### src/rtl/compositor_quadros_pkg.sv
// Shared tables for the OLED frame compositor: animation states, playback modes,
// per-state frame count / ROM base, status-bar rows and overlay byte patterns.
// Contents: modo_t, state indices, NQ/MODO/BASE/R0 tables, byte_barra(), tabelas_ok().
package pkg_quadros;

   localparam int BYTES_QUADRO_P = 1024;
   localparam int N_ESTADOS_P    = 5;
   localparam int MAX_QUADROS_P  = 8;
   localparam int N_BARRAS_P     = 3;
   localparam int DIV_QUADRO_P   = 8388608;
   localparam int LARG_MEM_P     = 16;

   typedef enum logic [1:0] {
      LOOP     = 2'd0,
      PINGPONG = 2'd1,
      ONESHOT  = 2'd2
   } modo_t;

   localparam int IDLE       = 0;
   localparam int DORMINDO   = 1;
   localparam int COMENDO    = 2;
   localparam int DANDO_AULA = 3;
   localparam int MORTO      = 4;

   localparam int    NQ   [N_ESTADOS_P] = '{6, 4, 5, 8, 1};
   localparam modo_t MODO [N_ESTADOS_P] = '{LOOP, PINGPONG, ONESHOT, LOOP, PINGPONG};

   // Frames of all states are packed back to back in the ROM.
   function automatic int base_de(input int e);
      int soma;
      soma = 0;
      for (int i = 0; i < e; i++) soma += NQ[i] * BYTES_QUADRO_P;
      return soma;
   endfunction

   localparam int BASE [N_ESTADOS_P] = '{base_de(0), base_de(1), base_de(2), base_de(3), base_de(4)};

   // First row of each 5-row status bar.
   localparam int R0 [N_BARRAS_P] = '{8, 16, 24};

   localparam logic [7:0] BYTE_CHEIO = 8'hEE;
   localparam logic [7:0] BYTE_VAZIO = 8'h00;
   localparam logic [7:0] BYTE_MEIO  = 8'hE0;

   // Column c (1..5) of a bar covers levels 100-20c .. 110-20c: above the top
   // it is fully lit, in between half lit. Levels above 100 saturate.
   function automatic logic [7:0] byte_barra(input logic [6:0] nivel, input logic [2:0] col);
      logic [7:0] l;
      logic [7:0] lim_cheio;
      logic [7:0] lim_meio;
      l         = (nivel > 7'd100) ? 8'd100 : {1'b0, nivel};
      lim_cheio = 8'd110 - 8'd20 * {5'd0, col};
      lim_meio  = 8'd100 - 8'd20 * {5'd0, col};
      if (l > lim_cheio)     byte_barra = BYTE_CHEIO;
      else if (l > lim_meio) byte_barra = BYTE_MEIO;
      else                   byte_barra = BYTE_VAZIO;
   endfunction

   // Table consistency: frames fit the ROM, bars fit the frame and never overlap.
   function automatic bit tabelas_ok(input int larg_mem);
      bit ok;
      ok = 1'b1;
      if ((BYTES_QUADRO_P & (BYTES_QUADRO_P - 1)) != 0) ok = 1'b0;
      for (int e = 0; e < N_ESTADOS_P; e++) begin
         if (NQ[e] < 1 || NQ[e] > MAX_QUADROS_P) ok = 1'b0;
         if (longint'(base_de(e)) + longint'(NQ[e]) * BYTES_QUADRO_P > (longint'(1) << larg_mem))
            ok = 1'b0;
      end
      for (int k = 0; k < N_BARRAS_P; k++) begin
         if (R0[k] + 4 >= BYTES_QUADRO_P / 8) ok = 1'b0;
         for (int j = 0; j < k; j++)
            if (R0[j] <= R0[k] + 4 && R0[k] <= R0[j] + 4) ok = 1'b0;
      end
      return ok;
   endfunction

endpackage

### src/rtl/compositor_quadros_sequenciador.sv
// Animation tick divider plus per-state frame index, ping-pong direction and one-shot end flag.
// Latency: state/frame update on the clock edge that accepts a boundary request; no backpressure.
// Ports: i_fronteira (addr-0 request accepted), i_estado (requested state) -> o_estado_ativo, o_quadro, o_fim.
module sequenciador_quadro
   import pkg_quadros::*;
#(
   parameter  int N_ESTADOS   = N_ESTADOS_P,
   parameter  int MAX_QUADROS = MAX_QUADROS_P,
   parameter  int DIV_QUADRO  = DIV_QUADRO_P,
   localparam int LE          = $clog2(N_ESTADOS),
   localparam int LQ          = $clog2(MAX_QUADROS),
   localparam int LC          = (DIV_QUADRO > 1) ? $clog2(DIV_QUADRO) : 1
)
(
   input  logic          i_clk,
   input  logic          i_rst_n,
   input  logic          i_fronteira,
   input  logic [LE-1:0] i_estado,
   output logic [LE-1:0] o_estado_ativo,
   output logic [LQ-1:0] o_quadro,
   output logic          o_fim
);

   logic [LC-1:0] r_cont;
   logic          r_pend;
   logic [LE-1:0] r_ativo;
   logic [LQ-1:0] r_quadro;
   logic          r_desce;
   logic          r_fim;

   logic          w_tick;
   logic          w_troca;
   logic [LQ-1:0] w_ult;
   modo_t         w_modo;
   logic [LQ-1:0] w_prox;
   logic          w_prox_desce;
   logic          w_prox_fim;

   assign w_tick  = (r_cont == LC'(DIV_QUADRO - 1));
   // Out-of-range state requests are ignored, so they never count as a change.
   assign w_troca = (i_estado != r_ativo) && (int'(i_estado) < N_ESTADOS);
   assign w_ult   = LQ'(NQ[r_ativo] - 1);
   assign w_modo  = MODO[r_ativo];

   always_comb begin
      w_prox       = r_quadro;
      w_prox_desce = r_desce;
      w_prox_fim   = r_fim;
      case (w_modo)
         LOOP: begin
            w_prox = (r_quadro == w_ult) ? '0 : r_quadro + LQ'(1);
         end
         PINGPONG: begin
            // Endpoints are visited once: turn around on the step that leaves them.
            if (w_ult == '0) begin
               w_prox       = '0;
               w_prox_desce = 1'b0;
            end else if (!r_desce) begin
               if (r_quadro == w_ult) begin
                  w_prox       = r_quadro - LQ'(1);
                  w_prox_desce = 1'b1;
               end else begin
                  w_prox = r_quadro + LQ'(1);
               end
            end else begin
               if (r_quadro == '0) begin
                  w_prox       = LQ'(1);
                  w_prox_desce = 1'b0;
               end else begin
                  w_prox = r_quadro - LQ'(1);
               end
            end
         end
         ONESHOT: begin
            w_prox     = (r_quadro == w_ult) ? r_quadro : r_quadro + LQ'(1);
            w_prox_fim = (w_prox == w_ult);
         end
         default: ;
      endcase
   end

   always_ff @(posedge i_clk or negedge i_rst_n) begin
      if (!i_rst_n) begin
         r_cont   <= '0;
         r_pend   <= 1'b0;
         r_ativo  <= '0;
         r_quadro <= '0;
         r_desce  <= 1'b0;
         r_fim    <= 1'b0;
      end else begin
         r_cont <= w_tick ? '0 : r_cont + LC'(1);

         if (i_fronteira && w_troca) begin
            r_ativo  <= i_estado;
            r_quadro <= '0;
            r_desce  <= 1'b0;
            r_fim    <= 1'b0;
         end else if (i_fronteira && r_pend) begin
            r_quadro <= w_prox;
            r_desce  <= w_prox_desce;
            r_fim    <= w_prox_fim;
         end

         // A tick landing on a boundary edge survives for the following boundary.
         if (w_tick)
            r_pend <= 1'b1;
         else if (i_fronteira && (w_troca || r_pend))
            r_pend <= 1'b0;
      end
   end

   assign o_estado_ativo = r_ativo;
   assign o_quadro       = r_quadro;
   assign o_fim          = r_fim;

endmodule

### src/rtl/compositor_quadros.sv
// Streams OLED frame bytes: ROM animation frame with status bars composed on top.
// Latency 3 cycles req -> o_dado_valido, one request per cycle, no backpressure.
// Ports: i_req/i_byte_addr/i_estado/i_niveis in; o_mem_addr -> i_mem_data ROM loop; o_data_to_send/o_dado_valido/o_fim_animacao out.
module compositor_quadros
   import pkg_quadros::*;
#(
   parameter  int BYTES_QUADRO = BYTES_QUADRO_P,
   parameter  int N_ESTADOS    = N_ESTADOS_P,
   parameter  int MAX_QUADROS  = MAX_QUADROS_P,
   parameter  int N_BARRAS     = N_BARRAS_P,
   parameter  int DIV_QUADRO   = DIV_QUADRO_P,
   parameter  int LARG_MEM     = LARG_MEM_P,
   localparam int LE           = $clog2(N_ESTADOS),
   localparam int LB           = $clog2(BYTES_QUADRO)
)
(
   input  logic                  i_clk,
   input  logic                  i_rst_n,
   input  logic [LE-1:0]         i_estado,
   input  logic                  i_req,
   input  logic [LB-1:0]         i_byte_addr,
   input  logic [N_BARRAS*7-1:0] i_niveis,
   output logic [LARG_MEM-1:0]   o_mem_addr,
   input  logic [7:0]            i_mem_data,
   output logic [7:0]            o_data_to_send,
   output logic                  o_dado_valido,
   output logic                  o_fim_animacao
);

   localparam int LQ = $clog2(MAX_QUADROS);
   localparam int LL = LB - 3;

   if (!tabelas_ok(LARG_MEM) || BYTES_QUADRO != BYTES_QUADRO_P || N_ESTADOS != N_ESTADOS_P ||
       MAX_QUADROS != MAX_QUADROS_P || N_BARRAS != N_BARRAS_P) begin : g_cfg_invalida
      $error("compositor_quadros: parameters disagree with pkg_quadros tables");
   end

   logic                w_fronteira;
   logic [LE-1:0]       w_ativo;
   logic [LQ-1:0]       w_quadro;
   logic [LARG_MEM-1:0] w_addr;
   logic [LL-1:0]       w_lin;
   logic [2:0]          w_col;
   logic                w_ov;
   logic [7:0]          w_ovb;

   logic                r_v1;
   logic [LB-1:0]       r_ba1;
   logic                r_v2;
   logic                r_ov2;
   logic [7:0]          r_ovb2;
   logic                r_v3;
   logic                r_ov3;
   logic [7:0]          r_ovb3;

   assign w_fronteira = i_req && (i_byte_addr == '0);

   // Boundary handling happens on the request edge, so the address formed on
   // the next edge already sees the new state/frame.
   sequenciador_quadro #(
      .N_ESTADOS   (N_ESTADOS),
      .MAX_QUADROS (MAX_QUADROS),
      .DIV_QUADRO  (DIV_QUADRO)
   ) u_seq (
      .i_clk          (i_clk),
      .i_rst_n        (i_rst_n),
      .i_fronteira    (w_fronteira),
      .i_estado       (i_estado),
      .o_estado_ativo (w_ativo),
      .o_quadro       (w_quadro),
      .o_fim          (o_fim_animacao)
   );

   assign w_addr = LARG_MEM'(BASE[w_ativo])
                 + LARG_MEM'(w_quadro) * LARG_MEM'(BYTES_QUADRO)
                 + LARG_MEM'(r_ba1);

   always_comb begin
      w_ov  = 1'b0;
      w_ovb = BYTE_VAZIO;
      w_lin = r_ba1[LB-1:3];
      w_col = r_ba1[2:0];
      for (int k = 0; k < N_BARRAS; k++) begin
         if (w_lin >= LL'(R0[k]) && w_lin <= LL'(R0[k] + 4) && w_col >= 3'd1 && w_col <= 3'd5) begin
            w_ov  = 1'b1;
            w_ovb = byte_barra(i_niveis[7*k +: 7], w_col);
         end
      end
   end

   always_ff @(posedge i_clk or negedge i_rst_n) begin
      if (!i_rst_n) begin
         r_v1           <= 1'b0;
         r_ba1          <= '0;
         r_v2           <= 1'b0;
         r_ov2          <= 1'b0;
         r_ovb2         <= '0;
         r_v3           <= 1'b0;
         r_ov3          <= 1'b0;
         r_ovb3         <= '0;
         o_mem_addr     <= '0;
         o_data_to_send <= '0;
         o_dado_valido  <= 1'b0;
      end else begin
         r_v1 <= i_req;
         if (i_req) r_ba1 <= i_byte_addr;

         r_v2 <= r_v1;
         if (r_v1) begin
            o_mem_addr <= w_addr;
            r_ov2      <= w_ov;
            r_ovb2     <= w_ovb;
         end

         // Overlay decision rides alongside the ROM read cycle.
         r_v3   <= r_v2;
         r_ov3  <= r_ov2;
         r_ovb3 <= r_ovb2;

         o_dado_valido <= r_v3;
         if (r_v3) o_data_to_send <= r_ov3 ? r_ovb3 : i_mem_data;
      end
   end

endmodule

### config.mk
export PLATFORM = sky130hd
export DESIGN_NAME = compositor_quadros
export DESIGN_NICKNAME = d
export VERILOG_FILES = /design/src/rtl/compositor_quadros_pkg.sv /design/src/rtl/compositor_quadros_sequenciador.sv /design/src/rtl/compositor_quadros.sv
export SDC_FILE = /design/constraint.sdc
export NUM_CORES = 1
export LEC_CHECK = 0
export CAP_MARGIN = 0
export CORE_UTILIZATION = 55
export CTS_CLUSTER_DIAMETER = 50
export DETAILED_ROUTE_END_ITERATION = 8
export PLACE_DENSITY = 0.77
export SYNTH_ARGS = -nofsm -noshare
export SYNTH_HDL_FRONTEND = slang
export SYNTH_SLANG_ARGS = --single-unit
### constraint.sdc
create_clock -name i_clk -period 3.9 [get_ports i_clk]
set_input_delay 0.78 -clock i_clk [delete_from_list [all_inputs] [get_ports i_clk]]
set_output_delay 0.78 -clock i_clk [all_outputs]
set_load 0.05 [all_outputs]
==> metrics.md <==
| Metric | Value |
|---|---|
| Status | completed |
| Reg clk slew, reported paths | 0.08 ns |
| Hold WC Path Type | register to register |
| Synth top area share | 39.63% |
| CTS Hold Bufs | 0 |
| Library cells used by synthesis | 65 |
| Area Overhead vs Synth | 19.92% |
| Synth Cell Area | 4798 um2 |
| # diodes | 0 |
| Avg Inst Size Synth | between 9 and 10 um2 |
| Synthesis Warnings | 0 |
| Max-Slew Margin vs Limit | 32.30% |
| CP max FO | 8 |
| Synth Register Bits | 76 |
| Mapped Cells | 482 |
| CTS tree | yes |
| Resize count post-CTS | 0 |
| Overall routing resource usage | 24.16% |
| Die W | 95.41 um |
| Net count after synthesis | 579 |
| Post-DRT Antenna Nets | 0 |
| CTS Sinks | 76 |
| Startpoint types | register |
| Max Cap Viol | 0 |
| Post-synth ARST share | 100.0% |
| Vias in the first global route | 3578 |
| Net switching power | 659.8 uW |
| Final HPWL DP | 7642 um |
| Worst Hold Depth | 0 |
| Setup total negative slack | 0 ns |
| Root Driver | clkbuf_8 |
| Synth Area in Adders | ~14% |
| H-tree depth | 3 |
| Worst skew pair latency | 0.35 ns |
| Fraction of layout cells with a size suffix above 1 | under 10% |
| Max Freq | 0.3056 GHz |
| Pwr/cell area | 352.2 nW/um2 |
| Vias per cell | 5.698 |
| DRT Pass-1 Iters | 4 |
| DIE AREA | between 9000 and 10000 um2 |
| Number of endpoints failing setup at the final stage | 0 |
| Final max-slew violation count | 0 |
| Simple-gate portion of the synthesized area | 16.61% |
| Placed cells | 640 |
| Worst Skew | approximately 0.013 ns |
| Data required, critical path | 4.08 ns |
| DRC Markers | 0 |
| WL/cell | 15.48 um |
| Register area share after synthesis | between 30 and 40% |
| WL final | 10150 um |
| Core area | 8341 um2 |
| Synth Area in Compound Gates | 12.46% |
| Global route total overflow | 0 |
| Sw frac | 32.56% |
| Design Power | slightly above 2 mW |
| Clock Power Share | a little over 30% |
| Peak supply drop | 0.1816 mV |
| Met1 Use GR | 35.39% |
| Final GP Congestion | 0.9437 |
| Leakage | 2.581 nW |
| Setup crit end kind | register |
| Register area | approximately 1900 um2 |
| Detailed Route Iter0 Violations | roughly 190 |
| Global route hottest layer | met2 |
| Most used DFF post-synth | dfrtp_1 |
| Main combinational cell family by area after synthesis | simple AND/OR/NAND/NOR gates |
| Synth cell count leaders | dfrtp_1, ha_1, nor2_1 |
| Setup repair bufs after CTS | 0 |
| IO Port Bufs | 70 |
| Largest net degree at the start of global routing | 77 |
| Die height | 95.41 um |
| Hold Violations, Final | 0 |
| R2R cell count | 12 |
| Met3 usage | 4.466% |
| Fin crit period | between 3 and 4 ns |
| Post-synthesis xor/xnor area fraction | 6.310% |
| Area contributors post-synth | dfrtp_1, ha_1, mux2_2 |
| Post-synthesis mux area share | 6.597% |
| Most common cell in the netlist | dfrtp_1 |
| Inserted Clock Buffers | 9 |
| Comb pwr share | 26.3% |
| Vias | 3738 |
| Cell-internal power | 1.367 mW |
| Filler cell count | 632 |
| Arrival @ worst endpoint | 3.46 ns |
| Final cycle utilization of the critical path | between 80% and 90% |
| Reg power frac | between 40 and 50% |
| Slew @ Worst Pin | about 1 ns |
| Std-Cell Rows | 33 |
| Most area-hungry cell type in the Yosys netlist | dfrtp_1 |
| Starting Density | 57.53% |
| IO Count | 71 |
| Post-synth EDFFs | 0 |
| Non-Filler Instances | 656 |
| Initial antenna violation count | 0 |
| WS Path Type | register to register |
| Area of the multi-input gates | around 2700 um2 |
| Max Buffers Root-to-Sink | 2 |
| M2 GR Usage | 36.49% |
| First-pass GRT wire length | 17040 um |
| RSZ-0062 raised after global routing | no |
| Nets | 643 |
metrics by stage:
stage                     instance area [um2]  utilization [%]  worst slack (ns)  hold slack (ns)
final                                    5754            68.99            0.6279           0.3601
after global routing                     5754            68.99            0.4169           0.3677
after CTS                                5754            68.99            0.6600           0.3664
after detailed placement                 5550            66.55            0.6835           0.3402
after global placement                   5550            66.55            0.7555           0.3363
after floorplan                          4798                -             1.040           0.3312
critical path: stages (launching register included):
cell and delay [ns]:
dfrtp_1 0.50, ha_1 0.26, ha_1 0.27, ha_1 0.20
xnor2_1 0.13, xnor2_1 0.32, ha_1 0.35, a211oi_1 0.31
nand2_1 0.09, nor4_1 0.24, nor4_1 0.10, o221ai_1 0.24
o21ai_1 0.10
final cells by class:
type | count | area share, %
flip-flops and latches | 76 | 33.05
multi-input cells | 355 | 46.58
repair buffers | 73 | 12.52
inverters | 31 | 2.022
well taps | 105 | 2.283
clock inverters | 7 | 1.392
clock buffers | 9 | 2.153
placed cells by master (no fill, tap or decap), types with 12 or more instances in the layout:
master,Yosys,final
nand2_1,30,30
nor2_1,47,47
nand3_1,15,15
xor2_1,12,12
dfrtp_1,76,76
xnor2_1,20,20
o21ai_0,12,12
a21oi_1,28,28
ha_1,50,50
inv_1,29,29
clkdlybuf4s50_1,0,69
mux2_2,20,20
cells by family after synthesis:
group,count (synthesis)
xor gates and xnor gates,33
AOI/OAI and AO/OA,87
adders and majority gates,52
muxes,29
and+or+nand+nor,154
buffers and inverters,51
DFF,76
layer usage:
| metal | vias up | part of all wire (%) |
|---|---|---|
| li1 | 1827 | - |
| met1 | 1786 | 49 |
| met2 | 111 | 43 |
| met3 | 14 | 5.5 |
| met4 | 0 | 2.0 |
| met5 | - | 0 |
state kept, by name, indices dropped and copies added, names as in the netlist:
name                  cells
u_seq.r_cont             23
o_mem_addr               16
r_ba1                    10
o_data_to_send            8
u_seq.o_estado_ativo      3
u_seq.o_quadro            3
r_ovb2                    2
r_ovb3                    2
o_dado_valido             1
r_ov2                     1
r_ov3                     1
r_v1                      1
r_v2                      1
r_v3                      1
u_seq.o_fim               1
u_seq.r_desce             1
u_seq.r_pend              1
final timing paths:
path | startpoint | to | slack [ns]
max | r_ba1[0] | r_ovb2[3] | 0.63
min | r_v2 | r_v3 | 0.36
max reg2reg | r_ba1[0] | r_ovb2[3] | 0.63
min reg2reg | r_v2 | r_v3 | 0.36
max in group asynchronous | i_rst_n | o_mem_addr[6] | 2.73
min in group asynchronous | i_rst_n | u_seq.r_cont[9] | 0.57
power by group through the flow:
stage | Combinational (mW) | Clock, mW | Sequential [mW]
6_report | 0.534 | 0.617 | 0.876
3_5_place_dp | 0.531 | 0 | 0.892
2_1_floorplan | 0.256 | 0 | 0.971
4_1_cts | 0.533 | 0.635 | 0.876
5_1_grt | 0.588 | 0.678 | 0.883
3_3_place_gp | 0.521 | 0 | 0.890
No activity file was read; power rests on OpenSTA's default activity.
